==> config.mk <==
export PLATFORM = sky130hd
export DESIGN_NAME = rot_addr_gen
export DESIGN_NICKNAME = d
export VERILOG_FILES = /design/src/rtl/rot_addr_gen.sv
export SDC_FILE = /design/constraint.sdc
export NUM_CORES = 2
export LEC_CHECK = 0
export CORE_ASPECT_RATIO = 2
export CORE_MARGIN = 3
export CORE_UTILIZATION = 50
export CTS_CLUSTER_DIAMETER = 50
export DETAILED_ROUTE_END_ITERATION = 10
export PLACE_DENSITY_LB_ADDON = 0.1
export SETUP_SLACK_MARGIN = 0.15
export SKIP_LAST_GASP = 1
export SLEW_MARGIN = 40
export SYNTH_ARGS = -nofsm -noshare
export SYNTH_HDL_FRONTEND = slang
export SYNTH_SLANG_ARGS = --single-unit
==> constraint.sdc <==
create_clock -name I_ROTAG_CLK -period 10.3 [get_ports I_ROTAG_CLK]
set_clock_uncertainty 0.1 [all_clocks]
set_input_delay 3.09 -clock I_ROTAG_CLK [delete_from_list [all_inputs] [get_ports I_ROTAG_CLK]]
set_output_delay 3.09 -clock I_ROTAG_CLK [all_outputs]
set_load 0.03 [all_outputs]
==> src/rtl/rot_addr_gen.sv <==
// Rotate-core address sequencer: walks the source image in raster order and emits src/dst address pairs.
// Optional busy-cycle counter is built when ROTAG_PERF_CNT_EN is defined.
module rot_addr_gen #(
    parameter int unsigned PIX_BYTES = 4,
    parameter int unsigned DIM_W     = 16
) (
    input  logic             I_ROTAG_CLK,
    input  logic             I_ROTAG_RESET,
    input  logic [31:0]      I_ROTAG_SRC_IMG,
    input  logic [31:0]      I_ROTAG_DST_IMG,
    input  logic [DIM_W-1:0] I_ROTAG_IMG_H,
    input  logic [DIM_W-1:0] I_ROTAG_IMG_W,
    input  logic [1:0]       I_ROTAG_MODE,
    input  logic             I_ROTAG_DIR,
    input  logic             I_ROTAG_START,
    input  logic             I_ROTAG_SOFT_RST,
    input  logic             I_ROTAG_INTR_MASK,
    input  logic             I_ROTAG_INTR_CLEAR,
    input  logic             I_ROTAG_ADDR_READY,
    output logic [31:0]      O_ROTAG_SRC_ADDR,
    output logic [31:0]      O_ROTAG_DST_ADDR,
    output logic             O_ROTAG_ADDR_VALID,
    output logic [DIM_W-1:0] O_ROTAG_NEW_H,
    output logic [DIM_W-1:0] O_ROTAG_NEW_W,
    output logic             O_ROTAG_BUSY,
    output logic             O_ROTAG_BEF_MASK,
    output logic             O_ROTAG_AFT_MASK,
    output logic             O_ROTAG_INTR,
    output logic [31:0]      O_ROTAG_PERF_CYC
);

    localparam logic [31:0] PIX = 32'(PIX_BYTES);

    typedef enum logic [1:0] {ST_IDLE, ST_LOAD, ST_RUN, ST_DONE} state_t;

    state_t           state_q, state_d;
    logic             start_prev_q;
    logic [DIM_W-1:0] h_q, h_d, w_q, w_d;
    logic [DIM_W-1:0] row_q, row_d, col_q, col_d;
    logic [31:0]      src_q, src_d, dst_q, dst_d, dst_row_q, dst_row_d;
    logic [31:0]      col_step_q, col_step_d, row_step_q, row_step_d;
    logic [DIM_W-1:0] new_h_q, new_h_d, new_w_q, new_w_d;
    logic             valid_q, valid_d, busy_q, busy_d;
    logic             bef_q, bef_d, aft_q, aft_d;

    logic             start_edge_c, accept_c, last_c, row_end_c, bef_set_c, aft_set_c;
    logic [1:0]       rot_c;
    logic [31:0]      h32_c, w32_c, dst_start_c, col_step_c, row_step_c;

    // Effective rotation and the first-pair / stepping values derived from the live config
    always_comb begin
        rot_c       = I_ROTAG_DIR ? 2'(2'd0 - I_ROTAG_MODE) : I_ROTAG_MODE;
        h32_c       = 32'(I_ROTAG_IMG_H);
        w32_c       = 32'(I_ROTAG_IMG_W);
        dst_start_c = I_ROTAG_DST_IMG;
        col_step_c  = PIX;
        row_step_c  = w32_c * PIX;
        case (rot_c)
            2'd1: begin
                dst_start_c = I_ROTAG_DST_IMG + (h32_c - 32'd1) * PIX;
                col_step_c  = h32_c * PIX;
                row_step_c  = 32'd0 - PIX;
            end
            2'd2: begin
                dst_start_c = I_ROTAG_DST_IMG + (h32_c * w32_c - 32'd1) * PIX;
                col_step_c  = 32'd0 - PIX;
                row_step_c  = 32'd0 - w32_c * PIX;
            end
            2'd3: begin
                dst_start_c = I_ROTAG_DST_IMG + (w32_c - 32'd1) * h32_c * PIX;
                col_step_c  = 32'd0 - h32_c * PIX;
                row_step_c  = PIX;
            end
            default: ;
        endcase
    end

    // Next-state, counters and flags
    always_comb begin
        state_d    = state_q;
        h_d        = h_q;
        w_d        = w_q;
        row_d      = row_q;
        col_d      = col_q;
        src_d      = src_q;
        dst_d      = dst_q;
        dst_row_d  = dst_row_q;
        col_step_d = col_step_q;
        row_step_d = row_step_q;
        new_h_d    = new_h_q;
        new_w_d    = new_w_q;
        valid_d    = valid_q;
        bef_set_c  = 1'b0;
        aft_set_c  = 1'b0;

        start_edge_c = I_ROTAG_START & ~start_prev_q;
        accept_c     = valid_q & I_ROTAG_ADDR_READY;
        row_end_c    = (col_q == w_q - DIM_W'(1));
        last_c       = row_end_c & (row_q == h_q - DIM_W'(1));

        if (I_ROTAG_SOFT_RST) begin
            state_d = ST_IDLE;
            valid_d = 1'b0;
            row_d   = '0;
            col_d   = '0;
        end else begin
            case (state_q)
                ST_IDLE: if (start_edge_c) state_d = ST_LOAD;
                ST_LOAD: begin
                    h_d        = I_ROTAG_IMG_H;
                    w_d        = I_ROTAG_IMG_W;
                    new_h_d    = rot_c[0] ? I_ROTAG_IMG_W : I_ROTAG_IMG_H;
                    new_w_d    = rot_c[0] ? I_ROTAG_IMG_H : I_ROTAG_IMG_W;
                    col_step_d = col_step_c;
                    row_step_d = row_step_c;
                    src_d      = I_ROTAG_SRC_IMG;
                    dst_d      = dst_start_c;
                    dst_row_d  = dst_start_c;
                    row_d      = '0;
                    col_d      = '0;
                    bef_set_c  = 1'b1;
                    if (I_ROTAG_IMG_H == '0 || I_ROTAG_IMG_W == '0) begin
                        state_d = ST_DONE;
                    end else begin
                        state_d = ST_RUN;
                        valid_d = 1'b1;
                    end
                end
                ST_RUN: begin
                    // VALID low inside RUN is the one drain cycle after the final accept
                    if (!valid_q) begin
                        state_d = ST_DONE;
                    end else if (accept_c) begin
                        if (last_c) begin
                            valid_d = 1'b0;
                        end else if (row_end_c) begin
                            col_d     = '0;
                            row_d     = row_q + DIM_W'(1);
                            src_d     = src_q + PIX;
                            dst_row_d = dst_row_q + row_step_q;
                            dst_d     = dst_row_q + row_step_q;
                        end else begin
                            col_d = col_q + DIM_W'(1);
                            src_d = src_q + PIX;
                            dst_d = dst_q + col_step_q;
                        end
                    end
                end
                ST_DONE: begin
                    aft_set_c = 1'b1;
                    state_d   = ST_IDLE;
                end
                default: state_d = ST_IDLE;
            endcase
        end

        busy_d = (state_d != ST_IDLE);
        bef_d  = (bef_q & ~I_ROTAG_INTR_CLEAR) | bef_set_c;
        aft_d  = (aft_q & ~I_ROTAG_INTR_CLEAR) | aft_set_c;
    end

    always_ff @(posedge I_ROTAG_CLK or posedge I_ROTAG_RESET) begin
        if (I_ROTAG_RESET) begin
            state_q      <= ST_IDLE;
            start_prev_q <= 1'b0;
            h_q          <= '0;
            w_q          <= '0;
            row_q        <= '0;
            col_q        <= '0;
            src_q        <= '0;
            dst_q        <= '0;
            dst_row_q    <= '0;
            col_step_q   <= '0;
            row_step_q   <= '0;
            new_h_q      <= '0;
            new_w_q      <= '0;
            valid_q      <= 1'b0;
            busy_q       <= 1'b0;
            bef_q        <= 1'b0;
            aft_q        <= 1'b0;
        end else begin
            state_q      <= state_d;
            start_prev_q <= I_ROTAG_START;
            h_q          <= h_d;
            w_q          <= w_d;
            row_q        <= row_d;
            col_q        <= col_d;
            src_q        <= src_d;
            dst_q        <= dst_d;
            dst_row_q    <= dst_row_d;
            col_step_q   <= col_step_d;
            row_step_q   <= row_step_d;
            new_h_q      <= new_h_d;
            new_w_q      <= new_w_d;
            valid_q      <= valid_d;
            busy_q       <= busy_d;
            bef_q        <= bef_d;
            aft_q        <= aft_d;
        end
    end

`ifdef ROTAG_PERF_CNT_EN
    logic [31:0] perf_q, perf_d;

    // Counts LOAD through DONE; saturates and holds after the job
    always_comb begin
        perf_d = perf_q;
        if (state_q == ST_LOAD) begin
            perf_d = 32'd1;
        end else if ((state_q == ST_RUN || state_q == ST_DONE) && perf_q != 32'hFFFF_FFFF) begin
            perf_d = perf_q + 32'd1;
        end
    end

    always_ff @(posedge I_ROTAG_CLK or posedge I_ROTAG_RESET) begin
        if (I_ROTAG_RESET) perf_q <= '0;
        else               perf_q <= perf_d;
    end

    assign O_ROTAG_PERF_CYC = perf_q;
`else
    assign O_ROTAG_PERF_CYC = '0;
`endif

    assign O_ROTAG_SRC_ADDR   = src_q;
    assign O_ROTAG_DST_ADDR   = dst_q;
    assign O_ROTAG_ADDR_VALID = valid_q;
    assign O_ROTAG_NEW_H      = new_h_q;
    assign O_ROTAG_NEW_W      = new_w_q;
    assign O_ROTAG_BUSY       = busy_q;
    assign O_ROTAG_BEF_MASK   = bef_q;
    assign O_ROTAG_AFT_MASK   = aft_q;
    assign O_ROTAG_INTR       = (bef_q | aft_q) & ~I_ROTAG_INTR_MASK;

endmodule

==> flow_metrics.tcl <==
set metrics [dict create \
    status "finished, violations left" \
    violations "setup timing" \
    wl_mm 125 \
    maxSlewViolCount 0 \
    via_per_inst 5.70 \
    synth-seq-cells 233 \
    cp.arrival_ns 11.88 \
    timing.fmax_ghz 0.0864 \
    drt-wirelength-per-cell_um 21.7 \
    io_buffers 206 \
    synthCells 4347 \
    dp_hpwl_mm 102 \
    clk_latency_ns 0.54 \
    antenna_found_initial 6 \
    routabilityCongestion 0.953 \
    async_flop_share_pct 100 \
    rows 139 \
    cts_buffers 22 \
    fin_area_sq_um 44700 \
    grt_max_degree 133 \
    clkTransAtPathRegs_ns 0.07 \
    cpPeakStageDelay_ns 0.49 \
    start_util_pct 50.8 \
    path_common_cell "fa_1" \
    crit_type "in -> reg" \
    vias 32911 \
    fp.dieW_um 198 \
    cts_tree "built" \
    hold_class "reg -> reg" \
    end_kind "flop" \
    synth_seq_area_share_pct 15.9 \
    overflow 0 \
    maxSlewHeadroom_pct 45.5 \
    core_area_sq_um 72200 \
    drive_gt1_share_pct 16.6 \
    synth_warnings 0 \
    remaining_drc_errors 0 \
    mostFrequentLayoutCell "inv_1" \
    fin_util_pct 62.0 \
    grt_first_pass_wirelength_mm 195 \
    finalSetupViolCount 34 \
    io_pins 239 \
    hold_viol_final 0 \
    placed_cell_area_sq_um 42600 \
    required_ns 10.60 \
    die_area_sq_um 76800 \
    chipHeight_um 389 \
    clock-sinks 233 \
    synth.distinct_cells 96 \
    synth-edff-count 0 \
    drt_first_iter_violations 1943 \
    layout_common_cells "613 x inv_1, 549 x nand2_1, 455 x fa_1, 455 x buf_4, 248 x ha_1" \
    cap_violations 0 \
    setup_ws_ns -1.28 \
    pre_cts_ws_ns -2.44 \
    dp.cells 5688 \
    cts_max_level 1 \
    firstDrtPassIters 6 \
    synth_area_sq_um 36700 \
    cts_buffer_depth 3 \
    worstSetupStartpointType "input port" \
    grt_use_total_pct 32.9 \
    ys.flop_type "dfrtp_1" \
    tightest_slew_ns 0.817 \
    area_delta_synth_final_pct 21.9 \
    root_buffer "clkbuf_16" \
    cp_slowest_cell "fa_1" \
    final_nets 5682 \
    fin_crit_sh_pct 112 \
    avgSynthCellArea_sq_um 8.44 \
    fin_cells 5778 \
    grt_pass1_vias 35268 \
    ant_nets 0 \
    path_max_fanout 4 \
    rsz0062_at_grt "yes" \
    period_minus_slack_ns 11.58 \
]
-- critical path: cells and delay by family --
family,cells,cell delay (ns)
mux,1,0.25
fa+ha+maj,9,3.53
buf+inv,11,0.82
simple gates,7,1.53
xor+xnor,2,0.31
compound gates,15,2.32
-- per-stage QoR --
| stage | hold WS, ns | setup TNS [ns] |
|---|---|---|
| 6_report | 0.381 | -29.01 |
| 5_1_grt | 0.408 | -40.04 |
| 4_1_cts | 0.386 | -20.94 |
| 3_5_place_dp | 0.370 | -63.89 |
| 3_3_place_gp | 0.362 | -60.87 |
| 2_1_floorplan | 0.345 | -16.99 |
-- per-layer routing --
metal	global-route usage, %	part of all wire, %	vias to the layer above
li1	-	-	15123
met1	34.7	35	16387
met2	61.3	53	1004
met3	2.58	4.1	395
met4	22.3	8.4	2
met5	0	0.014	-
-- cell usage after synthesis (63+ instances only) --
cell	n	area, sq um
o21ai_0	231	1160
xnor2_1	145	1270
nand2_1	561	2110
fa_1	460	9210
and2_1	193	1210
xor2_1	78	683
ha_1	274	3430
nand3_1	63	315
a21oi_1	206	1030
clkbuf_1	186	698
nor2_1	225	845
dfrtp_1	233	5830
inv_1	626	2350
-- area by class of cell --
cell class | instances | area [sq um]
Sequential cell | 233 | 5830
Tap cell | 916 | 1150
Multi-Input combinational cell | 3255 | 28600
Antenna cell | 4 | 10.0
Inverter | 630 | 2390
Timing Repair Buffer | 700 | 5970
Clock buffer | 27 | 621
Clock inverter | 13 | 191
Fill cell | 6395 | 27500
-- what timing repair did --
action / in CTS / in global routing
pin swaps: 129 / 58
gates resized for setup: 150 / 80
setup endpoints to repair: 37 / 40
hold buffers: 0 / 0
setup buffers: 32 / 13
-- worst paths after layout --
path                                   from              endpoint  slack, ns  cells after the start
setup / recovery           I_ROTAG_IMG_W[0]  O_ROTAG_DST_ADDR[31]      -1.28                     45
hold / removal             O_ROTAG_NEW_W[6]      O_ROTAG_NEW_W[6]       0.38                      2
setup reg to reg                     w_q[9]          dst_row_q[1]       5.89                     12
hold reg to reg            O_ROTAG_NEW_W[6]      O_ROTAG_NEW_W[6]       0.38                      2
max in group asynchronous     I_ROTAG_RESET         dst_row_q[30]       5.85                      4
min in group asynchronous     I_ROTAG_RESET              row_q[0]       2.98                      2
-- kinds of logic after synthesis --
logic type | share of synthesized area [%]
flops | 15.9
compound gates | 14.2
buf+inv | 9.52
fa+ha+maj | 34.5
simple gates | 17.7
mux | 2.80
xor+xnor | 5.45
other cells | 0.0102
-- state kept, by name, indices dropped and copies added, names as in the netlist, 2 cells and up --
signal            cells
row_step_q           17
col_step_q           17
row_q                16
h_q                  16
w_q                  16
O_ROTAG_DST_ADDR     32
O_ROTAG_NEW_W        16
state_q               2
col_q                16
O_ROTAG_SRC_ADDR     32
dst_row_q            32
O_ROTAG_NEW_H        16
Power is left out: the tool's default activity adds up to more than one toggle a clock period on the data nets, which glitch-free logic cannot reach.
